--- src/rtl/terminal_text_controller_pkg.sv ---
// Shared definitions for the terminal text controller: default geometry,
// ASCII control codes and the controller state encoding.
package terminal_text_controller_pkg;

    localparam int DEF_COLS         = 80;
    localparam int DEF_ROWS         = 60;
    localparam int DEF_ADDR_W       = 13;
    localparam int DEF_BLINK_FRAMES = 30;

    localparam logic [7:0] ASCII_SPACE = 8'h20;
    localparam logic [7:0] ASCII_TILDE = 8'h7E;
    localparam logic [7:0] ASCII_BS    = 8'h08;
    localparam logic [7:0] ASCII_LF    = 8'h0A;
    localparam logic [7:0] ASCII_CR    = 8'h0D;

    typedef enum logic [2:0] {
        ST_IDLE,
        ST_PUT,
        ST_SCROLL,
        ST_SCROLL_BLANK,
        ST_CLEAR
    } state_t;

endpackage

--- src/rtl/terminal_text_controller_cursor_blink_timer.sv ---
// Cursor blink phase: counts falling edges of vertical sync and toggles the
// cursor visibility every BLINK_FRAMES frames; typing restarts a visible phase.
module terminal_text_controller_cursor_blink_timer
    import terminal_text_controller_pkg::*;
#(
    parameter int BLINK_FRAMES = DEF_BLINK_FRAMES
) (
    input  logic clk,
    input  logic rst,
    input  logic vs,
    input  logic restart,
    output logic cursor_on
);

    localparam int CW = $clog2(BLINK_FRAMES + 1);

    logic          vs_q;
    logic          vs_fall;
    logic [CW-1:0] frame_count;

    // vs is active low, so a frame starts on its 1->0 transition
    assign vs_fall = vs_q & ~vs;

    always_ff @(posedge clk or posedge rst) begin
        if (rst) begin
            vs_q        <= 1'b1;
            frame_count <= '0;
            cursor_on   <= 1'b1;
        end else begin
            vs_q <= vs;
            if (restart) begin
                frame_count <= '0;
                cursor_on   <= 1'b1;
            end else if (vs_fall) begin
                if (frame_count == CW'(BLINK_FRAMES - 1)) begin
                    frame_count <= '0;
                    cursor_on   <= ~cursor_on;
                end else begin
                    frame_count <= frame_count + CW'(1);
                end
            end
        end
    end

endmodule

--- src/rtl/terminal_text_controller.sv ---
// Terminal text controller: owns the cursor and sequences every write into the
// character buffer (print, newline, backspace, wrap, scroll-up, clear-screen).
module terminal_text_controller
    import terminal_text_controller_pkg::*;
#(
    parameter int COLS         = DEF_COLS,
    parameter int ROWS         = DEF_ROWS,
    parameter int ADDR_W       = DEF_ADDR_W,
    parameter int BLINK_FRAMES = DEF_BLINK_FRAMES
) (
    input  logic              iVGA_CLK,
    input  logic              iRST,
    input  logic              iKEY_VALID,
    input  logic [7:0]        iKEY_ASCII,
    output logic              oKEY_READY,
    input  logic              iCLEAR,
    input  logic              iVS,
    output logic              oWR_EN,
    output logic [ADDR_W-1:0] oWR_ADDR,
    output logic [7:0]        oWR_DATA,
    output logic [ADDR_W-1:0] oRD_ADDR,
    input  logic [7:0]        iRD_DATA,
    output logic [6:0]        oCURSOR_COL,
    output logic [5:0]        oCURSOR_ROW,
    output logic              oCURSOR_ON,
    output logic              oBUSY
);

    localparam int                TOTAL         = COLS * ROWS;
    localparam logic [ADDR_W-1:0] LAST_ADDR     = ADDR_W'(TOTAL - 1);
    localparam logic [ADDR_W-1:0] LAST_ROW_BASE = ADDR_W'((ROWS - 1) * COLS);
    localparam logic [ADDR_W-1:0] COLS_A        = ADDR_W'(COLS);
    localparam logic [ADDR_W-1:0] LAST_COL_A    = ADDR_W'(COLS - 1);
    localparam logic [6:0]        LAST_COL      = 7'(COLS - 1);
    localparam logic [5:0]        LAST_ROW      = 6'(ROWS - 1);

    state_t            state, state_n;
    logic [ADDR_W-1:0] cnt, cnt_n;
    logic              rd_pend, rd_pend_n;
    logic [ADDR_W-1:0] pend_addr, pend_addr_n;
    logic              clear_pend, clear_n;
    logic [6:0]        col_n;
    logic [5:0]        row_n;
    logic              wr_en_n;
    logic [ADDR_W-1:0] wr_addr_n, rd_addr_n, cur_addr;
    logic [7:0]        wr_data_n;
    logic              ready_n, accept;

    assign cur_addr = ADDR_W'(oCURSOR_ROW) * COLS_A + ADDR_W'(oCURSOR_COL);

    always_ff @(posedge iVGA_CLK or posedge iRST) begin
        if (iRST) begin
            state       <= ST_IDLE;
            cnt         <= '0;
            rd_pend     <= 1'b0;
            pend_addr   <= '0;
            clear_pend  <= 1'b0;
            oCURSOR_COL <= '0;
            oCURSOR_ROW <= '0;
            oWR_EN      <= 1'b0;
            oWR_ADDR    <= '0;
            oWR_DATA    <= '0;
            oRD_ADDR    <= '0;
            oKEY_READY  <= 1'b0;
            oBUSY       <= 1'b0;
        end else begin
            state       <= state_n;
            cnt         <= cnt_n;
            rd_pend     <= rd_pend_n;
            pend_addr   <= pend_addr_n;
            clear_pend  <= clear_n;
            oCURSOR_COL <= col_n;
            oCURSOR_ROW <= row_n;
            oWR_EN      <= wr_en_n;
            oWR_ADDR    <= wr_addr_n;
            oWR_DATA    <= wr_data_n;
            oRD_ADDR    <= rd_addr_n;
            oKEY_READY  <= ready_n;
            oBUSY       <= (state_n != ST_IDLE);
        end
    end

    // Scroll is a two-stage stream: read address issued, data returns a cycle
    // later and is written one row up, so a read in flight always takes priority.
    always_comb begin
        state_n     = state;
        cnt_n       = cnt;
        rd_pend_n   = 1'b0;
        pend_addr_n = pend_addr;
        clear_n     = clear_pend | iCLEAR;
        col_n       = oCURSOR_COL;
        row_n       = oCURSOR_ROW;
        wr_en_n     = 1'b0;
        wr_addr_n   = oWR_ADDR;
        wr_data_n   = oWR_DATA;
        rd_addr_n   = oRD_ADDR;
        accept      = 1'b0;

        if (rd_pend) begin
            wr_en_n   = 1'b1;
            wr_addr_n = pend_addr;
            wr_data_n = iRD_DATA;
        end

        case (state)
            ST_IDLE: begin
                if (clear_n) begin
                    state_n = ST_CLEAR;
                    cnt_n   = '0;
                    col_n   = '0;
                    row_n   = '0;
                    clear_n = 1'b0;
                end else if (iKEY_VALID && oKEY_READY) begin
                    accept = 1'b1;
                    if (iKEY_ASCII >= ASCII_SPACE && iKEY_ASCII <= ASCII_TILDE) begin
                        wr_en_n   = 1'b1;
                        wr_addr_n = cur_addr;
                        wr_data_n = iKEY_ASCII;
                        state_n   = ST_PUT;
                        if (oCURSOR_COL != LAST_COL) begin
                            col_n = oCURSOR_COL + 7'd1;
                        end else begin
                            col_n = '0;
                            if (oCURSOR_ROW != LAST_ROW) begin
                                row_n = oCURSOR_ROW + 6'd1;
                            end else begin
                                state_n   = ST_SCROLL;
                                rd_addr_n = COLS_A;
                            end
                        end
                    end else if (iKEY_ASCII == ASCII_LF || iKEY_ASCII == ASCII_CR) begin
                        col_n = '0;
                        if (oCURSOR_ROW != LAST_ROW) begin
                            row_n = oCURSOR_ROW + 6'd1;
                        end else begin
                            state_n   = ST_SCROLL;
                            rd_addr_n = COLS_A;
                        end
                    end else if (iKEY_ASCII == ASCII_BS) begin
                        // row*COLS+col-1 is the previous cell in both the same-row and row-wrap cases
                        if (oCURSOR_COL != 7'd0 || oCURSOR_ROW != 6'd0) begin
                            wr_en_n   = 1'b1;
                            wr_addr_n = cur_addr - ADDR_W'(1);
                            wr_data_n = ASCII_SPACE;
                            state_n   = ST_PUT;
                            if (oCURSOR_COL != 7'd0) begin
                                col_n = oCURSOR_COL - 7'd1;
                            end else begin
                                col_n = LAST_COL;
                                row_n = oCURSOR_ROW - 6'd1;
                            end
                        end
                    end
                end
            end
            ST_PUT: begin
                state_n = ST_IDLE;
            end
            ST_SCROLL: begin
                rd_pend_n   = 1'b1;
                pend_addr_n = oRD_ADDR - COLS_A;
                if (oRD_ADDR == LAST_ADDR) begin
                    state_n = ST_SCROLL_BLANK;
                    cnt_n   = '0;
                end else begin
                    rd_addr_n = oRD_ADDR + ADDR_W'(1);
                end
            end
            ST_SCROLL_BLANK: begin
                if (!rd_pend) begin
                    wr_en_n   = 1'b1;
                    wr_addr_n = LAST_ROW_BASE + cnt;
                    wr_data_n = ASCII_SPACE;
                    if (cnt == LAST_COL_A) begin
                        state_n = ST_IDLE;
                    end else begin
                        cnt_n = cnt + ADDR_W'(1);
                    end
                end
            end
            ST_CLEAR: begin
                wr_en_n   = 1'b1;
                wr_addr_n = cnt;
                wr_data_n = ASCII_SPACE;
                if (cnt == LAST_ADDR) begin
                    state_n = ST_IDLE;
                end else begin
                    cnt_n = cnt + ADDR_W'(1);
                end
            end
            default: begin
                state_n = ST_IDLE;
            end
        endcase

        ready_n = (state_n == ST_IDLE) && !clear_n;
    end

    terminal_text_controller_cursor_blink_timer #(
        .BLINK_FRAMES(BLINK_FRAMES)
    ) u_blink (
        .clk       (iVGA_CLK),
        .rst       (iRST),
        .vs        (iVS),
        .restart   (accept),
        .cursor_on (oCURSOR_ON)
    );

endmodule

--- config.mk ---
export PLATFORM = sky130hd
export DESIGN_NAME = terminal_text_controller
export DESIGN_NICKNAME = d
export VERILOG_FILES = /design/src/rtl/terminal_text_controller_pkg.sv /design/src/rtl/terminal_text_controller_cursor_blink_timer.sv /design/src/rtl/terminal_text_controller.sv
export SDC_FILE = /design/constraint.sdc
export NUM_CORES = 1
export LEC_CHECK = 0
export ABC_AREA = 1
export BUFFER_PORTS_ARGS = -buffer_cell sky130_fd_sc_hd__buf_2
export CAP_MARGIN = 20
export CELL_PAD_IN_SITES_DETAIL_PLACEMENT = 1
export CELL_PAD_IN_SITES_GLOBAL_PLACEMENT = 1
export CORE_ASPECT_RATIO = 0.7
export CORE_MARGIN = 3
export CORE_UTILIZATION = 39
export CTS_CLUSTER_DIAMETER = 150
export DETAILED_ROUTE_END_ITERATION = 8
export PLACE_DENSITY = 0.79
export SYNTH_ARGS = -nofsm -noshare
export SYNTH_HDL_FRONTEND = slang
export SYNTH_SLANG_ARGS = --single-unit
--- constraint.sdc ---
create_clock -name iVGA_CLK -period 2.75 [get_ports iVGA_CLK]
set_clock_uncertainty 0.15 [all_clocks]
set_input_delay 0.55 -clock iVGA_CLK [delete_from_list [all_inputs] [get_ports iVGA_CLK]]
set_output_delay 0.55 -clock iVGA_CLK [all_outputs]
set_load 0.01 [all_outputs]
; Word level (Yosys, flattened, before mapping)
; Index checks and enable logic that the tools add are counted.
[word_totals]
mem_bits_rw = 0
memories = 0
latchBits = 0
ff_bits = 88
wordCells = 164
inputBits = 21
rom_bits = 0
[classes]
n_lt_le_gt_ge = 2
addsub = 11
div = 0
muxes = 83
n_mul = 1
reduce_logical = 23
shifts = 0
bitwise = 4
eq_ne = 24
[ops]
columns = operator, count
row1 = $mux 13, 20
row2 = $mux 8, 8
row3 = $mux 7, 8
row4 = $mux 6, 9
row5 = $pmux 13 s4, 1
row6 = $pmux 13 s3, 1
row7 = $mux 3, 11
row8 = $add 13x1->13 const B, 2
row9 = $eq 13x13->1 const B, 2
row10 = $pmux 13 s2, 1
row11 = $eq 8x4->1 const B, 3
row12 = $pmux 8 s3, 1
row13 = $reduce_and 6->1, 3
row14 = $mux 1, 16
row15 = $ne 2x2->1 const B, 8
row16 = $mux 5, 3
row17 = $add 13x13->13 const A, 1
row18 = $add 13x7->13, 1
row19 = $eq 13x7->1 const B, 1
row20 = $sub 13x1->13 const B, 1
row21 = $sub 13x7->13 const B, 1
row22 = $pmux 3 s4, 1
row23 = $reduce_bool 4->1, 3
row24 = $mul 6x3->9 const B, 1
row25 = other kinds (29), 41

; Depth between registers and ports, before layout
; Gate-level depths: netlist (run 1).
[logic_depth]
depth_word = 11
ltp_mapped = 17
ltp_nobuf = 17

; By module
; A second synthesis (run 1) with hierarchy kept.
[hier_totals]
cells_unflattened = 971
hier_area_um2 = 6742.7
[by_module_without_submodules]
columns = module, cells_per_inst, seq_area_each_um2, area_per_inst_um2, n_inst
row1 = terminal_text_controller, 914, 2026.9, 6322.3, 1
row2 = terminal_text_controller_cursor_blink_timer, 57, 177.7, 420.4, 1

; Least setup slack after synthesis (run 1)
; Ideal clock, no wire load.
[synth_timing]
kind = register to register
startpoint = register oCURSOR_ROW[1]
endpoint = register oWR_ADDR[12]
setup_slack_ps = 95
stages_incl_launch_ff = 14
n_path_buf = 0
t_required_ps = 2474
setup_time_ps = 126
arrival_time_ps = 2378
path_cell_list = dfrtp_1 -> ha_1 -> ha_1 -> fa_1 -> xor2_1 -> nand3_1 -> nand2_1 -> nand3_1 -> nor2_1 -> nand3_1 -> nand3_1 -> nand2_1 -> nand2_1 -> nand3_1
[synth_between]
elab_chain_len = 10
[synth_rtl]
columns = element, line
row1 = "start, declared", terminal_text_controller.sv:24  ; output logic [5:0] oCURSOR_ROW,
row2 = "start signal, assigned", terminal_text_controller.sv:73  ; oCURSOR_ROW <= row_n;
row3 = $mul 6x3->9, terminal_text_controller.sv:49  ; assign cur_addr = ADDR_W'(oCURSOR_ROW) * COLS_A + ADDR_W'(oCURSOR_COL);
row4 = $add 13x7->13, terminal_text_controller.sv:49
row5 = $sub 13x1->13, terminal_text_controller.sv:143  ; wr_addr_n = cur_addr - ADDR_W'(1);
row6 = $mux 13, terminal_text_controller.sv:141  ; if (oCURSOR_COL != 7'd0 || oCURSOR_ROW != 6'd0) begin
row7 = $mux 13, terminal_text_controller.sv:139  ; end else if (iKEY_ASCII == ASCII_BS) begin
row8 = $mux 13, terminal_text_controller.sv:131  ; end else if (iKEY_ASCII == ASCII_LF || iKEY_ASCII == ASCII_CR) begin
row9 = $mux 13 *, terminal_text_controller.sv:115  ; if (iKEY_ASCII >= ASCII_SPACE && iKEY_ASCII <= ASCII_TILDE) begin
row10 = $mux 13 *, terminal_text_controller.sv:113  ; end else if (iKEY_VALID && oKEY_READY) begin
row11 = $mux 13 *, terminal_text_controller.sv:107  ; if (clear_n) begin
row12 = $pmux 13 s3 *, terminal_text_controller.sv:105  ; case (state)
row13 = net wr_addr_n[12], terminal_text_controller.sv:45  ; logic [ADDR_W-1:0] wr_addr_n, rd_addr_n, cur_addr;
row14 = "end signal, assigned", terminal_text_controller.sv:75  ; oWR_ADDR <= wr_addr_n;
row15 = "end, declared", terminal_text_controller.sv:19  ; output logic [ADDR_W-1:0] oWR_ADDR,
; Mark *: on every way through the listed nets, which the timed path passes. The rest lies on a longest branch.
; A chain may end at the register's enable or synchronous reset.

; Final worst setup path (run 1)
[layout_timing]
startpoint = register oCURSOR_ROW[3]
endpoint = register oWR_ADDR[12]
; Same word-level chain as after synthesis.

==> results.yml, run 1 <==
critical_path:
  cp-start-kind: "flop"
  cp-end-kind: "flop"
  crit_path_cell_trace: "ha_1 > ha_2 > fa_2 > nand2_1 > inv_2 > nand3_4 > nand2_2 > nand3_2 > nor2_2 > nand3_1 > nand3_1 > nand2_1 > nand2_1 > nand3_1"
  path_buf_inv: 1
  crit_family: "adder cells"
  worstPathRequired_ns: 2.85
  arrival_ns: 2.74
  slowest_stage: "fa_2"
  max_stage_delay_ns: 0.57
  critical_path.max_fanout: 4
  r2r_slack_ns: 0.11
  criticalPathCategory: "flop to flop"
grt:
  grt_pass1_vias: 7054
  grt_pass1_wl_um: 37570
  antenna_found_initial: 0
  met1_usage: 0.3798
  grt_overflow_total: 0
  gr-usage-met3: 0.04930
  grt_util_met2: 0.3731
  grt_max_degree: 71
  top_usage_layer: "met1"
  grt_use_total: 0.2515
route:
  vias_per_cell: 5.492
  drcViolationCount: 0
  drtAntennaViolNets: 0
  vias: 7019
  drtIter0Drc: 503
  wl_per_cell_um: 18.09
  first_pass_iters: 8
  drt-total-wl_um: 23120
sta:
  relSlewSlack: 0.5527
  timing.final.crit_period_ns: 2.639
  rsz0062_at_grt: "yes"
  hold_violations: 0
  period_share: 0.9597
  holdWs_ns: 0.03527
  setup_violations: 0
  fin_ws_ns: 0.1108
  slew_violations: 0
  max_freq_ghz: 0.3789
  setup_tns_ns: 0
  worst_slew_pin_slew_ns: 0.6648
place:
  place_hpwl_um: 17720
  port-buffer-count: 71
  pre_cts_ws_ns: -0.06237
  gp_congestion: 0.8501
floorplanning:
  fp.dieW_um: 163.1
  initial_utilization: 0.4050
  die_y_um: 116.0
  core_region_area_um2: 16640
  dieArea_um2: 18920
  num_io_pins: 72
  rows: 39
synthesis:
  netlist_instances: 961
  synth-edff-count: 0
  syn_area_um2: 6739
  synthesis.nets: 1008
  ys_seq_area_frac: 0.3271
  async_flop_share: 1.000
  synth-seq-cells: 88
  ys.flop_type: "dfrtp_1"
  ys_warn_count: 0
  syn_area_per_cell_um2: 7.012
  ys_types: 62
cts:
  cts-buffers-inserted: 9
  cts_hold_buffers: 0
  cts.htree.levels: 3
  clk_pin_slew_worst_paths_ns: 0.07
  clkLatencyLatePin_ns: 0.36
  cts.sink_count: 88
  clockBufferDepth: 2
  cts_root_buf: "clkbuf_16"
  cts_tree: "done"
pwr:
  p_leak_nw: 3.872
  vdd_drop_max_v: 0.0003549
  total_power_mw: 5.860
  power.density_nw_per_um2: 737.9
flow_run:
  cap_violations: 0
layout:
  drive_gt1_frac: 0.2042
  area_delta_synth_final_pct: 17.84
  diodes: 0
  final_core_util: 0.4773
  layout.nets: 1095
outcome:
  status: "complete, no violations"
min_path:
  hp-class: "input port to asynchronous set/reset pin"
state kept, by name, indices dropped and copies added, names as in the netlist, 5 cells and up:
| signal | count |
|---|---|
| oCURSOR_ROW | 6 |
| cnt | 13 |
| oCURSOR_COL | 7 |
| u_blink.frame_count | 5 |
| oWR_ADDR | 13 |
| pend_addr | 13 |
| oRD_ADDR | 13 |
| oWR_DATA | 8 |
logic make-up after synthesis:
group,share of synthesized area
AND/OR/NAND/NOR,0.3340
AO/OA/AOI/OAI,0.1597
multiplexers,0.002971
adder cells (fa/ha/maj),0.05050
XOR/XNOR,0.03899
flip-flops,0.3271
buffers and inverters,0.08670
stage by stage:
step / instance area, um2 / std cells
after floorplan: 6743 / 961
after global placement: 7477 / 1261
after detailed placement: 7477 / 1261
after CTS: 7844 / 1278
after global routing: 7941 / 1278
final: 7941 / 1278
where the power goes:
group	total (mW)	internal (mW)	switching, mW
clock	1.44	0.819	0.622
sequential	1.87	1.58	0.294
combinational	2.55	0.909	1.64
total	5.86	3.31	2.55
what timing repair did:
action                                  4_1_cts  5_1_grt
setup buffers                                 1        0
pin swaps                                     4       10
endpoints found under the setup margin        3       23
resized for setup                             6       27
hold endpoints to repair                      0        0
cells in the mapped netlist, types with 3 or more instances:
| library cell | n | area [um2] |
|---|---|---|
| o21ai_2 | 14 | 122.6 |
| o22ai_1 | 13 | 81.33 |
| nor2_2 | 7 | 43.79 |
| nor3_1 | 22 | 110.1 |
| o21ai_1 | 13 | 65.06 |
| clkbuf_1 | 11 | 41.29 |
| a21oi_1 | 47 | 235.2 |
| nor2_1 | 66 | 247.7 |
| buf_2 | 9 | 45.04 |
| a21boi_0 | 3 | 22.52 |
| o221ai_1 | 3 | 26.28 |
| nand2_1 | 266 | 998.5 |
| ha_1 | 24 | 300.3 |
| nand3b_1 | 5 | 37.54 |
| or2_2 | 4 | 25.02 |
| nand3_1 | 87 | 435.4 |
| o21ai_0 | 58 | 290.3 |
| nand4_1 | 10 | 62.56 |
| inv_1 | 95 | 356.6 |
| o211ai_1 | 6 | 45.04 |
| xor2_1 | 28 | 245.2 |
| nor2_4 | 4 | 45.04 |
| inv_2 | 13 | 48.80 |
| a22oi_1 | 4 | 30.03 |
| dfrtp_1 | 86 | 2152 |
| o31ai_1 | 3 | 22.52 |
| a31oi_1 | 4 | 25.02 |
| inv_4 | 3 | 18.77 |
| buf_6 | 5 | 56.30 |
| nand2_2 | 5 | 31.28 |
per-layer routing:
| metal | wire length [um] | vias to the layer above | part of all wire |
|---|---|---|---|
| met2 | 9861 | 173 | 0.43 |
| met1 | 11830 | 3471 | 0.51 |
| met5 | 0 | - | 0 |
| met4 | 241 | 0 | 0.010 |
| li1 | - | 3360 | - |
| met3 | 1187 | 15 | 0.051 |
placed cells by master (no fill, tap or decap), types with 15 or more instances in the layout:
master,n
nor2_1,60
xor2_1,26
nor3_1,20
nand2_1,263
buf_4,32
nand3_1,82
inv_1,91
inv_2,16
buf_2,71
o21ai_1,15
ha_1,21
dfrtp_1,86
o21ai_0,56
a21oi_1,46
worst paths after layout:
path                                start             end  depth (start not counted)
setup / recovery           oCURSOR_ROW[3]    oWR_ADDR[12]                         14
hold / removal                       iRST  oCURSOR_COL[5]                          2
setup reg to reg           oCURSOR_ROW[3]    oWR_ADDR[12]                         14
hold reg to reg              pend_addr[6]    pend_addr[6]                          2
max in group asynchronous            iRST          cnt[6]                          3
min in group iVGA_CLK                 iVS    u_blink.vs_q                          1
cell type report:
type	count	area [um2]
fill	2180	8698
multi-input combinational	733	4073
sequential	88	2205
timing repair buffer	104	615.6
inverter	112	432.9
tap	225	281.5
clock buffer	9	225.2
clock inverter	7	108.9
Power figures use the tool's default switching activity.
==> run 2, diff against run 1 <==
- CORE_UTILIZATION: 39 -> 45
- PLACE_DENSITY: 0.79 -> 0.86
- SYNTH_HIERARCHICAL: not set -> 1
- clock period: 2.75 -> 3.15 ns (I/O delays scaled with it)
==> results.yml, run 2 <==
critical_path:
  slowest_stage: "dfrtp_1"
  crit_path_end: "oWR_ADDR[12]"
  r2r_end: "oWR_ADDR[12]"
  criticalPathCategory: "flop to flop"
  path_buf_inv: 1
  cp-start-kind: "flop"
  path_depth: 15
  worstPathRequired_ns: 3.22
  critPathLaunch: "oCURSOR_ROW[0]"
  arrival_ns: 2.99
  cp-end-kind: "flop"
  reg2reg_depth: 15
  crit_path_cell_trace: "ha_1 > fa_1 > or2_2 > nor2_1 > nand2_1 > inv_1 > nand3_1 > nor2_1 > nand3_1 > nand2_1 > nand3_1 > nand2_1 > nand2_1 > nand2_1 > nand3_1"
  crit_family: "simple AND/OR/NAND/NOR gates"
  cp_common_cell: "nand2_1"
  critical_path.max_fanout: 7
  max_stage_delay_ns: 0.51
  reg2reg_from: "oCURSOR_ROW[0]"
  r2r_slack_ns: 0.23
floorplanning:
  rows: 36
  core_region_area_um2: 14280
  initial_utilization: 0.4722
  die_y_um: 108.4
  num_io_pins: 72
  dieArea_um2: 16510
  fp.dieW_um: 152.3
cts:
  clkLatencyLatePin_ns: 0.35
  cts.htree.levels: 3
  cts.sink_count: 88
  clk_pin_slew_worst_paths_ns: 0.07
  cts-buffers-inserted: 9
  cts_root_buf: "clkbuf_16"
  cts_tree: "done"
  clockBufferDepth: 2
synthesis:
  syn_area_per_cell_um2: 6.944
  ys_top_cells_by_count: "228 x nand2_1, 110 x inv_1, 95 x nor2_1"
  netlist_instances: 971
  synth-edff-count: 0
  ys_warn_count: 6
  ys_types: 47
  synth_top_area_frac: 0.3192
  yosys.area.top_type: "dfrtp_1"
  ys.flop_type: "dfrtp_1"
  synth.most_common_cell: "nand2_1"
  synthesis.nets: 1018
  syn_area_um2: 6743
  async_flop_share: 1.000
  netlist_top_cells_area: "dfrtp_1 32%, nand2_1 13%, inv_1 6.1%, nor2_1 5.3%, nand3_1 5.2%"
  synth-seq-cells: 88
  ys_seq_area_frac: 0.3270
sta:
  period_share: 0.9259
  setup_violations: 0
  timing.final.crit_period_ns: 2.916
  max_freq_ghz: 0.3429
  relSlewSlack: 0.5510
  worst_slew_pin_slew_ns: 0.6727
  rsz0062_at_grt: "no"
  slew_violations: 0
  setup_tns_ns: 0
  hold_violations: 0
grt:
  grt_pass1_vias: 7196
  grt_overflow_total: 0
  antenna_found_initial: 0
  grt_use_total: 0.2829
  grt_max_degree: 48
  grt_pass1_wl_um: 37720
route:
  vias: 7086
  drtIter0Drc: 504
  drt-total-wl_um: 23420
  vias_per_cell: 5.733
  drtAntennaViolNets: 0
  wl_per_cell_um: 18.95
  drcViolationCount: 0
  first_pass_iters: 5
layout:
  diodes: 0
  layout_commonest_cell: "nand2_1"
  layout.nets: 1088
  final_cell_mix: "228 x nand2_1, 109 x inv_1, 95 x nor2_1"
  drive_gt1_frac: 0.1530
  area_delta_synth_final_pct: 13.29
outcome:
  status: "complete, no violations"
place:
  port-buffer-count: 71
  gp_congestion: 0.8913
  place_hpwl_um: 17990
pwr:
  vdd_drop_max_v: 0.0002325
  total_power_mw: 2.585
  p_leak_nw: 3.746
  power.density_nw_per_um2: 338.4
min_path:
  hp-class: "input port to asynchronous set/reset pin"
flow_run:
  cap_violations: 0
[run 2: final cells by class]
class	instances	area [um2]
Clock inverter	5	62.56
Inverter	125	479.2
Timing Repair Buffer	90	510.5
Clock buffer	11	252.7
Fill cell	1918	6640
Sequential cell	88	2205
Tap cell	190	237.7
Multi-Input combinational cell	727	3891
[run 2: report_power, final]
group	switching [mW]	internal [mW]	leakage [nW]	total, mW
registers	0.0249	1.17	0.995	1.19
clock network	0.494	0.665	0.149	1.16
logic	0.160	0.0718	2.60	0.232
total	0.679	1.91	3.75	2.58
[run 2: logic make-up after synthesis]
| group | count (synthesis) | synth area share |
|---|---|---|
| compound gates | 183 | 0.1533 |
| buf+inv | 156 | 0.09705 |
| fa+ha+maj | 26 | 0.05047 |
| mux | 4 | 0.005938 |
| flops | 88 | 0.3270 |
| simple gates | 472 | 0.3117 |
| xor+xnor | 42 | 0.05456 |
[run 2: worst min path at each step]
| stage | startpoint | endpoint | cells after the start |
|---|---|---|---|
| after floorplan | iRST | u_blink/frame_count[0] | 1 |
| after global placement | u_blink/cursor_on | u_blink/cursor_on | 2 |
| after detailed placement | u_blink/cursor_on | u_blink/cursor_on | 2 |
| after CTS | iRST | u_blink/frame_count[4] | 2 |
| after global routing | iRST | u_blink/frame_count[3] | 2 |
| final | iRST | u_blink/frame_count[3] | 2 |
[run 2: what timing repair did]
item	4_1_cts	5_1_grt
gates resized for setup	0	3
hold buffers	0	0
setup buffers	0	0
endpoints found under the setup margin	0	2
[run 2: stage by stage]
stage	setup slack, ns	utilization	hold slack (ns)	cells	area (um2)
floorplan	0.2899	-	0.2819	971	6743
global placement	0.4090	0.5123	0.3154	1220	7315
detailed placement	0.3186	0.5123	0.3201	1220	7315
CTS	0.2714	0.5344	0.08738	1236	7630
global route	0.04932	0.5350	0.1024	1236	7639
finish	0.2335	0.5350	0.08751	1236	7639
[run 2: routing by layer]
metal	global-route usage	share of wire
met1	0.4177	0.48
met2	0.4509	0.44
met3	0.04440	0.070
met4	0.03849	0.0065
met5	0	0
==> run 3, diff against run 2 <==
- clock period: 3.15 -> 3.7 ns (I/O delays scaled with it)
==> results.yml, run 3 (synthesis results as in run 2) <==
cts:
  cts_root_buf: "clkbuf_16"
  cts.sink_count: 88
  cts-buffers-inserted: 9
  cts_hold_buffers: 0
  clockBufferDepth: 2
  clkLatencyLatePin_ns: 0.35
  cts_resized: 0
  cts.htree.levels: 3
  clk_pin_slew_worst_paths_ns: 0.07
  post_cts_buffers: 0
  cts_tree: "done"
layout:
  drive_gt1_frac: 0.1479
  area_delta_synth_final_pct: 12.30
  diodes: 0
  final_core_util: 0.5303
  final_cell_mix: "228 x nand2_1, 109 x inv_1, 95 x nor2_1"
  layout_commonest_cell: "nand2_1"
  n_fill_cell: 1922
  layout.nets: 1083
sta:
  fin_ws_ns: 0.6394
  period_share: 0.8272
  worst_slew_pin_slew_ns: 0.7966
  setup_violations: 0
  max_freq_ghz: 0.3267
  hold_violations: 0
  slew_violations: 0
  setup_tns_ns: 0
  relSlewSlack: 0.4683
  rsz0062_at_grt: "no"
  timing.final.crit_period_ns: 3.061
critical_path:
  cp-end-kind: "flop"
  max_stage_delay_ns: 0.56
  critical_path.max_fanout: 8
  crit_path_cell_trace: "ha_1 > ha_1 > fa_1 > nand2_1 > inv_1 > nand3_1 > nand2_1 > inv_1 > nor2_1 > nand3_1 > nand2_1 > nand3_1 > nand2_1 > nand2_1 > nand2_1 > nand3_1"
  crit_family: "adder cells"
  path_buf_inv: 2
  cp-start-kind: "flop"
  criticalPathCategory: "flop to flop"
  slowest_stage: "fa_1"
  cp_common_cell: "nand2_1"
  worstPathRequired_ns: 3.77
  arrival_ns: 3.13
pwr:
  pwr-share-comb: 0.093
  seq_power_share: 0.472
  p_leak_nw: 3.717
  power.density_nw_per_um2: 285.5
  p_int_mw: 1.583
  total_power_mw: 2.162
  vdd_drop_max_v: 0.0002140
  swShare: 0.2677
  p_sw_mw: 0.5786
  p_clk_frac: 0.436
route:
  vias_per_cell: 5.673
  wl_per_cell_um: 18.23
  first_pass_iters: 5
  drt-total-wl_um: 22440
  drtIter0Drc: 472
  vias: 6984
  drtAntennaViolNets: 0
  drcViolationCount: 0
floorplanning:
  core_region_area_um2: 14280
  dieArea_um2: 16510
  die_y_um: 108.4
  fp.dieW_um: 152.3
  num_io_pins: 72
  rows: 36
  initial_utilization: 0.4722
grt:
  antenna_found_initial: 0
  grt_pass1_vias: 6927
  grt_max_degree: 44
  grt_overflow_total: 0
  grt_use_total: 0.2737
  grt_pass1_wl_um: 36720
min_path:
  hp-class: "input port to asynchronous set/reset pin"
place:
  gp_congestion: 0.9050
  pre_cts_ws_ns: 0.7195
  port-buffer-count: 71
  place_hpwl_um: 17290
flow_run:
  cap_violations: 0
outcome:
  status: "complete, no violations"
==> run 3: cell count changes in the layout (fill, tap and decap cells not counted) <==
cell,change
buf_4,-5
clkbuf_8,-2
clkinv_2,+2
clkinvlp_4,-1
inv_2,+1
o21ai_0,+1
o21ai_1,-1
xnor2_1,+1
xnor2_2,-1
==> run 3: power groups by stage <==
| stage | Sequential [mW] | Combinational, mW | Clock, mW |
|---|---|---|---|
| floorplan | 1.03 | 0.135 | 0 |
| global placement | 1.03 | 0.187 | 0 |
| detailed placement | 1.04 | 0.202 | 0 |
| CTS | 1.02 | 0.202 | 0.958 |
| global route | 1.02 | 0.229 | 0.995 |
| finish | 1.02 | 0.200 | 0.942 |
==> run 3: layout make-up <==
cell class	count	area, um2	share of cell area
multi-input cells	727	3884	0.5129
flip-flops and latches	88	2205	0.2911
inverters	125	478.0	0.06312
repair buffers	85	473.0	0.06246
well taps	190	237.7	0.03139
clock buffers	9	225.2	0.02974
clock inverters	7	70.07	0.009253
==> run 3: final timing paths <==
path	start	endpoint	slack (ns)	depth (start not counted)
setup reg to reg	oCURSOR_ROW[1]	oWR_ADDR[12]	0.64	16
min in group iVGA_CLK	pend_addr[9]	pend_addr[9]	0.34	2
max in group asynchronous	iRST	cnt[9]	2.33	3
hold reg to reg	pend_addr[9]	pend_addr[9]	0.34	2
setup / recovery	oCURSOR_ROW[1]	oWR_ADDR[12]	0.64	16
hold / removal	iRST	u_blink/frame_count[4]	0.20	2
==> run 3: metrics by stage <==
step	std cells	instance area, um2	hold WS, ns
global route	1231	7572	0.2247
finish	1231	7572	0.2013
CTS	1231	7572	0.2058
detailed placement	1215	7277	0.3183
global placement	1215	7277	0.3155
floorplan	971	6743	0.2993
==> run 3: metal layers <==
metal  vias to the layer above  routed length, um  GRT usage
met5                         -                  0          0
met4                         0                297    0.05709
met3                        27               1578    0.04200
met2                       213               9264     0.4091
met1                      3425              11300     0.4187
li1                       3319                  -          -
